File: src/rtl/ts_stream_arbiter_pkg.sv
// rtl/ts_stream_arbiter_pkg.sv - shared constants, state encoding and null-packet byte table
package ts_stream_arbiter_pkg;

  localparam logic [7:0]  TS_SYNC     = 8'h47;
  localparam logic [12:0] NULL_PID    = 13'h1FFF;
  localparam logic [7:0]  NULL_HDR3   = 8'h10;
  localparam logic [7:0]  NULL_FILL   = 8'hFF;
  localparam int          PKT_LEN_DEF = 188;

  typedef enum logic [1:0] {
    ARB       = 2'd0,
    SEND_CH   = 2'd1,
    SEND_NULL = 2'd2
  } arb_state_t;

  // Header: sync, PID high bits with flags clear, PID low bits, payload-only/CC 0; then stuffing.
  function automatic logic [7:0] null_byte(input logic [7:0] b);
    case (b)
      8'd0:    null_byte = TS_SYNC;
      8'd1:    null_byte = {3'b000, NULL_PID[12:8]};
      8'd2:    null_byte = NULL_PID[7:0];
      8'd3:    null_byte = NULL_HDR3;
      default: null_byte = NULL_FILL;
    endcase
  endfunction

endpackage

File: src/rtl/ts_stream_arbiter_if.sv
// rtl/ts_stream_arbiter_if.sv - channel request/pop side and TS output bus of the arbiter
interface ts_stream_arbiter_if #(
  parameter int N_CH = 4,
  parameter int CW   = 2
);
  logic [N_CH-1:0]   in_req;
  logic [8*N_CH-1:0] in_data;
  logic [N_CH-1:0]   in_rd;

  logic [7:0]        data;
  logic              d_clk;
  logic              d_valid;
  logic              p_sync;
  logic [CW-1:0]     ch_id;
  logic              null_pkt;
  logic [N_CH-1:0]   sync_err;
  logic              busy;

  modport master (
    input  in_req, in_data,
    output in_rd, data, d_clk, d_valid, p_sync, ch_id, null_pkt, sync_err, busy
  );

  modport slave (
    output in_req, in_data,
    input  in_rd, data, d_clk, d_valid, p_sync, ch_id, null_pkt, sync_err, busy
  );
endinterface

File: src/rtl/ts_stream_arbiter_rr_picker.sv
// rtl/ts_stream_arbiter_rr_picker.sv - combinational round-robin search from ptr upward with wrap
module rr_picker #(
  parameter int N_CH = 4,
  parameter int CW   = 2
) (
  input  logic [N_CH-1:0] req,
  input  logic [CW-1:0]   ptr,
  output logic            found,
  output logic [CW-1:0]   idx
);

  logic [2*N_CH-1:0] dbl;
  logic [N_CH-1:0]   rot;
  logic [CW:0]       sum;

  // Rotating a doubled copy puts channel ptr at bit 0, so the first set bit is the winner.
  always_comb begin
    dbl   = {req, req} >> ptr;
    rot   = dbl[N_CH-1:0];
    found = 1'b0;
    sum   = '0;
    idx   = ptr;
    for (int i = 0; i < N_CH; i++) begin
      if (!found && rot[i]) begin
        found = 1'b1;
        sum   = {1'b0, ptr} + (CW+1)'(i);
        if (sum >= (CW+1)'(N_CH)) begin
          sum = sum - (CW+1)'(N_CH);
        end
        idx = sum[CW-1:0];
      end
    end
  end

endmodule

File: src/rtl/ts_stream_arbiter.sv
// rtl/ts_stream_arbiter.sv - packet-granular round-robin TS arbiter with optional null-packet fill
module ts_stream_arbiter
  import ts_stream_arbiter_pkg::*;
#(
  parameter int N_CH    = 4,
  parameter int PKT_LEN = PKT_LEN_DEF,
  parameter int NULL_EN = 1,
  parameter int CW      = 2
) (
  input  logic                 clk,
  input  logic                 rst,
  ts_stream_arbiter_if.master  bus
);

  arb_state_t      state;
  logic [7:0]      byte_cnt;
  logic [CW-1:0]   rr_ptr;
  logic [CW-1:0]   grant;
  logic            pick_found;
  logic [CW-1:0]   pick_idx;
  logic [7:0]      head;
  logic            first_byte;
  logic            last_byte;

  rr_picker #(.N_CH(N_CH), .CW(CW)) u_rr_picker (
    .req   (bus.in_req),
    .ptr   (rr_ptr),
    .found (pick_found),
    .idx   (pick_idx)
  );

  always_comb begin
    head = 8'h00;
    for (int k = 0; k < N_CH; k++) begin
      if (grant == CW'(k)) begin
        head = bus.in_data[8*k +: 8];
      end
    end
  end

  assign first_byte = (byte_cnt == 8'd0);
  assign last_byte  = (byte_cnt == 8'(PKT_LEN-1));

  // Pop is a decode of registered state so the FIFO sees it a full cycle before the data edge.
  always_comb begin
    bus.in_rd = '0;
    if (state == SEND_CH) begin
      bus.in_rd[grant] = 1'b1;
    end
  end

  assign bus.d_clk = clk;
  assign bus.busy  = (state != ARB);

  always_ff @(posedge clk or negedge rst) begin
    if (!rst) begin
      state        <= ARB;
      byte_cnt     <= 8'd0;
      rr_ptr       <= '0;
      grant        <= '0;
      bus.data     <= 8'h00;
      bus.d_valid  <= 1'b0;
      bus.p_sync   <= 1'b0;
      bus.ch_id    <= '0;
      bus.null_pkt <= 1'b0;
      bus.sync_err <= '0;
    end else begin
      bus.sync_err <= '0;
      case (state)
        ARB: begin
          bus.d_valid  <= 1'b0;
          bus.p_sync   <= 1'b0;
          bus.data     <= 8'h00;
          bus.null_pkt <= 1'b0;
          byte_cnt     <= 8'd0;
          if (pick_found) begin
            grant  <= pick_idx;
            rr_ptr <= (pick_idx == CW'(N_CH-1)) ? '0 : pick_idx + CW'(1);
            state  <= SEND_CH;
          end else if (NULL_EN != 0) begin
            state <= SEND_NULL;
          end
        end

        SEND_CH: begin
          bus.d_valid  <= 1'b1;
          bus.ch_id    <= grant;
          bus.p_sync   <= first_byte;
          bus.null_pkt <= 1'b0;
          // A corrupt sync byte is repaired on the wire and flagged against its source.
          bus.data     <= first_byte ? TS_SYNC : head;
          if (first_byte && (head != TS_SYNC)) begin
            bus.sync_err[grant] <= 1'b1;
          end
          if (last_byte) begin
            byte_cnt <= 8'd0;
            state    <= ARB;
          end else begin
            byte_cnt <= byte_cnt + 8'd1;
          end
        end

        SEND_NULL: begin
          bus.d_valid  <= 1'b1;
          bus.ch_id    <= grant;
          bus.p_sync   <= first_byte;
          bus.null_pkt <= 1'b1;
          bus.data     <= null_byte(byte_cnt);
          if (last_byte) begin
            byte_cnt <= 8'd0;
            state    <= ARB;
          end else begin
            byte_cnt <= byte_cnt + 8'd1;
          end
        end

        default: begin
          byte_cnt <= 8'd0;
          state    <= ARB;
        end
      endcase
    end
  end

endmodule

File: src/flat_wrapper.sv
// flat-port wrapper written by rule: the top's interface ports become plain ports
module ts_stream_arbiter_flat import ts_stream_arbiter_pkg::*;
#(
  parameter int N_CH    = 4,
  parameter int PKT_LEN = PKT_LEN_DEF,
  parameter int NULL_EN = 1,
  parameter int CW      = 2
)
  (clk, rst, bus_in_req, bus_in_data, bus_in_rd, bus_data, bus_d_clk, bus_d_valid, bus_p_sync, bus_ch_id, bus_null_pkt, bus_sync_err, bus_busy);
  ts_stream_arbiter_if #(.N_CH(N_CH), .CW(CW)) bus_i ();
  input  logic clk;
  input  logic rst;
  input wire logic [$bits(bus_i.in_req)-1:0] bus_in_req;
  input wire logic [$bits(bus_i.in_data)-1:0] bus_in_data;
  output wire logic [$bits(bus_i.in_rd)-1:0] bus_in_rd;
  output wire logic [$bits(bus_i.data)-1:0] bus_data;
  output wire logic [$bits(bus_i.d_clk)-1:0] bus_d_clk;
  output wire logic [$bits(bus_i.d_valid)-1:0] bus_d_valid;
  output wire logic [$bits(bus_i.p_sync)-1:0] bus_p_sync;
  output wire logic [$bits(bus_i.ch_id)-1:0] bus_ch_id;
  output wire logic [$bits(bus_i.null_pkt)-1:0] bus_null_pkt;
  output wire logic [$bits(bus_i.sync_err)-1:0] bus_sync_err;
  output wire logic [$bits(bus_i.busy)-1:0] bus_busy;
  assign bus_i.in_req = bus_in_req;
  assign bus_i.in_data = bus_in_data;
  assign bus_in_rd = bus_i.in_rd;
  assign bus_data = bus_i.data;
  assign bus_d_clk = bus_i.d_clk;
  assign bus_d_valid = bus_i.d_valid;
  assign bus_p_sync = bus_i.p_sync;
  assign bus_ch_id = bus_i.ch_id;
  assign bus_null_pkt = bus_i.null_pkt;
  assign bus_sync_err = bus_i.sync_err;
  assign bus_busy = bus_i.busy;
  ts_stream_arbiter #(.N_CH(N_CH), .PKT_LEN(PKT_LEN), .NULL_EN(NULL_EN), .CW(CW)) u_core (.clk(clk), .rst(rst), .bus(bus_i));
endmodule
File: config.mk
export PLATFORM = sky130hd
export DESIGN_NAME = ts_stream_arbiter_flat
export DESIGN_NICKNAME = d
export VERILOG_FILES = /design/src/rtl/ts_stream_arbiter_pkg.sv /design/src/rtl/ts_stream_arbiter_if.sv /design/src/rtl/ts_stream_arbiter_rr_picker.sv /design/src/rtl/ts_stream_arbiter.sv /design/src/flat_wrapper.sv
export SDC_FILE = /design/constraint.sdc
export NUM_CORES = 1
export LEC_CHECK = 0
export ABC_CLOCK_PERIOD_IN_PS = 1600
export CAP_MARGIN = 0
export CORE_UTILIZATION = 42
export DETAILED_ROUTE_END_ITERATION = 10
export MAX_ROUTING_LAYER = met4
export PLACE_DENSITY = 0.88
export SLEW_MARGIN = 20
export SYNTH_ARGS = -nofsm -noshare
export SYNTH_HDL_FRONTEND = slang
export SYNTH_SLANG_ARGS = --single-unit
export TNS_END_PERCENT = 1
File: constraint.sdc
create_clock -name clk -period 1.6 [get_ports clk]
set_input_delay 0.48 -clock clk [delete_from_list [all_inputs] [get_ports clk]]
set_output_delay 0.48 -clock clk [all_outputs]
set_load 0.005 [all_outputs]
==> Implementation_results.wiki <==
{| class="wikitable"
! Metric !! Value
|-
| Ratio of total power to cell area || about 1700 nW/µm²
|-
| Final net count || approximately 340
|-
| Sw Share || a little under two fifths
|-
| Worst hold slack across all endpoints || roughly 0.44 ns
|-
| Row count || 24
|-
| Count of distinct cell types in the synthesized netlist || 42
|-
| Global-route wire length before repair || ~9500 µm
|-
| Antenna violations before repair || 0
|-
| DP Wirelength || approximately 4100 µm
|-
| CTS tree || done
|-
| Kind of start point of the critical path || flip-flop
|-
| Beginning of the critical path || u_core.state[1]
|-
| Worst max-slew margin expressed relative to the limit || 61.6%
|-
| Die height || between 60 and 70 µm
|-
| Final worst-path setup slack || -0.356 ns
|-
| Maximum operating frequency || about 0.51 GHz
|-
| Worst-Skew Late Latency || 0.40 ns
|-
| Initial DRT Pass Iterations || 7
|-
| Run status || finished with violations
|-
| Gr usage total || roughly 27%
|-
| Number of cell instances on the worst register-to-register path || 5
|-
| Unrepaired setup endpoints after global routing || true
|-
| Endpoint of the worst-slack reg-to-reg timing path || u_core.bus.sync_err[1]
|-
| Post-Synthesis Mean Instance Area || 10.2 µm²
|-
| Leakage component of the power || roughly 1.5 nW
|-
| Biggest area contributors in the synthesized netlist || dfrtp_1 41%, mux4_1 6.9%, ha_1 4.6%, o21ai_0 4.2%, nor2_1 3.7%
|-
| Crit path to || bus_in_rd[0]
|-
| Internal Dissipation || between 3 and 4 mW
|-
| Post-Route Setup TNS || -3.23 ns
|-
| Clock-pin slew of the registers on the worst-case setup and hold paths || 0.07 ns
|-
| Switching pwr || just under 2 mW
|-
| Number of global-route vias before repair || just under 2000
|-
| Via count || approximately 1900
|-
| Antenna viol nets, final || 0
|-
| Floorplan die area || ~4800 µm²
|-
| Crit-path max FO || 4
|-
| Sequential element share of the synthesized area || between 40% and 50%
|-
| Data required time at the worst endpoint || around 1.1 ns
|-
| Worst-case clock skew || ~0.0074 ns
|-
| Proportion of power drawn by the clock network || a little under a fifth
|-
| Relative area change from synthesis to final layout || 60.7%
|-
| Worst supply voltage drop on vdd || roughly 1.3 mV
|-
| Starting DRT DRC Count || ~130
|-
| Final period util || 122%
|-
| Drt via density || 5.58
|-
| Layout cell share with drive strength beyond 1 || about a third
|-
| Horiz. Die Dim || between 60 and 70 µm
|-
| Minimum clock period || 1.96 ns
|-
| Post-synthesis cell area || 1900 µm²
|-
| Design Area, Final || roughly 3000 µm²
|-
| Setup crit end kind || primary output
|-
| Pin count of the biggest net entering global routing || 32
|-
| Final setup viols || 18
|-
| Hold buffers post-CTS || 0
|-
| Initial standard-cell utilization of the core || a little over two fifths
|-
| Crit Path Category || flip-flop to primary output
|-
| Relative contribution of combinational cells to total power || between 50% and 60%
|-
| Count of boundary I/O pins || 61
|-
| R2r startpoint || u_core.grant[0]
|-
| Top library cells by usage in the layout, fill and taps aside || 42 x buf_4, 37 x clkdlybuf4s50_1, 31 x dfrtp_1
|-
| Total congestion overflow after global routing || 0
|-
| Final Core Density || 70.3%
|-
| Transition time at the pin with the least slew margin || ~0.57 ns
|-
| Post-placement worst setup slack || -0.582 ns
|-
| Number of cells produced by synthesis || 187
|-
| IO Port Bufs || 60
|-
| Power share of the sequential group || a little under a quarter
|-
| Number of violations of the max-capacitance limit || 0
|-
| Fraction of synthesized cell area taken by the top area cell type || about 40%
|-
| Number of antenna cells inserted || 0
|-
| Routed wire length per instance || between 15 and 20 µm
|-
| Post-place instance area || 2810 µm²
|-
| Reg2Reg Setup Slack || -0.26 ns
|-
| Number of DRC violations after detailed routing || 0
|-
| Total nets after synthesis || 232
|-
| Worst endpoint data arrival time || about 1.5 ns
|-
| Slew Limit Fails || 0
|-
| Filler cell count in the final layout || around 280
|-
| Core Footprint || about 4400 µm²
|-
| Number of warnings printed during yosys synthesis || 0
|-
| Dominant cell type by area after synthesis || dfrtp_1
|-
| Violated checks || negative setup slack
|-
| Most common cell after layout, fill and taps aside || buf_4
|-
| Final WL || 6070 µm
|-
| Post-synthesis register bit count || 31
|-
| Number of endpoints with negative hold slack in the final report || 0
|-
| Hold/Removal Path Class || primary input to async pin
|-
| Final weighted congestion in routability-driven placement || just over 0.8
|}
## critical path, stage by stage, from the launching register on
cell and delay [ns]:
dfrtp_1 0.39, inv_2 0.10, ha_4 0.17, buf_6 0.11, nor3b_4 0.18, buf_2 0.14
## worst min path at each step
stage / endpoint / slack, ns / depth (start not counted)
after floorplan: async pin / 0.18 / 0
after global placement: u_core.bus.d_valid / 0.46 / 1
after detailed placement: u_core.bus.d_valid / 0.47 / 1
after CTS: u_core.bus.data[3] / 0.44 / 2
after global routing: u_core.bus.data[3] / 0.45 / 2
final: u_core.byte_cnt[2] / 0.44 / 2
## kinds of logic (layout without fill, tap and decap cells)
family | Yosys count | after routing | synth area share, %
flops | 31 | 31 | 40.8
mux | 13 | 13 | 13.3
xor+xnor | 6 | 6 | 2.76
fa+ha+maj | 7 | 7 | 4.60
simple gates | 74 | 74 | 21.7
buf+inv | 17 | 124 | 4.60
compound gates | 39 | 39 | 12.3
## synth_stat cells
master and count:
or4_4 1, buf_6 1, o311ai_0 2, buf_8 1
nor3b_1 3, ha_1 7, buf_4 1, nand4b_4 1
and3_2 1, nand2_1 16, buf_2 1, nor4_1 3
xnor2_1 3, nor3_1 1, o2111ai_1 1, nor2_1 19
dfrtp_1 31, nand4_1 2, mux2_2 3, mux4_1 5
nor3_4 1, nand2b_1 2, nor4_4 1, nand3_1 11
inv_1 8, a22o_1 1, a31oi_1 1, and2_1 4
o31ai_1 1, a221oi_1 1, o221ai_1 1, xor2_1 3
o21ai_0 16, mux4_2 3, mux2i_1 2, nor2b_1 5
a32oi_1 2, nand2_2 1, and3_1 2, a21o_1 2
clkbuf_1 5, a21oi_1 11
## final cells by class
type	count	area [µm²]	area share [%]
clock buffer	10	140	4.58
tap	52	65.1	2.13
sequential	31	776	25.4
timing repair buffer	105	930	30.4
clock inverter	1	5.00	0.164
multi-input combinational	139	1110	36.3
inverter	8	32.5	1.06
## power groups by stage
stage / sequential [mW] / combinational [mW] / clock (mW)
floorplan: 1.20 / 1.38 / 0.0405
global placement: 1.21 / 2.47 / 0.0526
detailed placement: 1.23 / 2.59 / 0.0526
CTS: 1.21 / 2.76 / 0.909
global route: 1.26 / 3.17 / 0.982
finish: 1.23 / 2.96 / 0.932
## sequential cells by signal (all words and copies together), names as in the netlist, named ones only
signal / flops
u_core.bus.p_sync: 1
u_core.bus.sync_err: 4
u_core.rr_ptr: 1
u_core.bus.data: 8
u_core.bus.ch_id: 2
u_core.bus.null_pkt: 1
u_core.byte_cnt: 8
u_core.grant: 2
u_core.bus.d_valid: 1
u_core.state: 2
## metrics by stage
stage | cells | total power, mW
after global routing | 346 | 5.41
after floorplan | 187 | 2.62
after global placement | 328 | 3.73
after CTS | 345 | 4.88
after detailed placement | 328 | 3.87
final | 346 | 5.12
## what timing repair did
item | 4_1_cts | 5_1_grt
setup endpoints to repair | 37 | 23
gates resized for setup | 53 | 21
buffers inserted | 7 | 1
pin swaps | 5 | 2
## metal layers
layer,track usage [%],up-vias,part of all wire [%]
met3,6.54,20,4.9
li1,-,888,-
met1,31.5,944,41
met4,12.5,0,2.9
met5,-,-,0
met2,44.0,79,52
No activity file was read; power rests on OpenSTA's default activity.
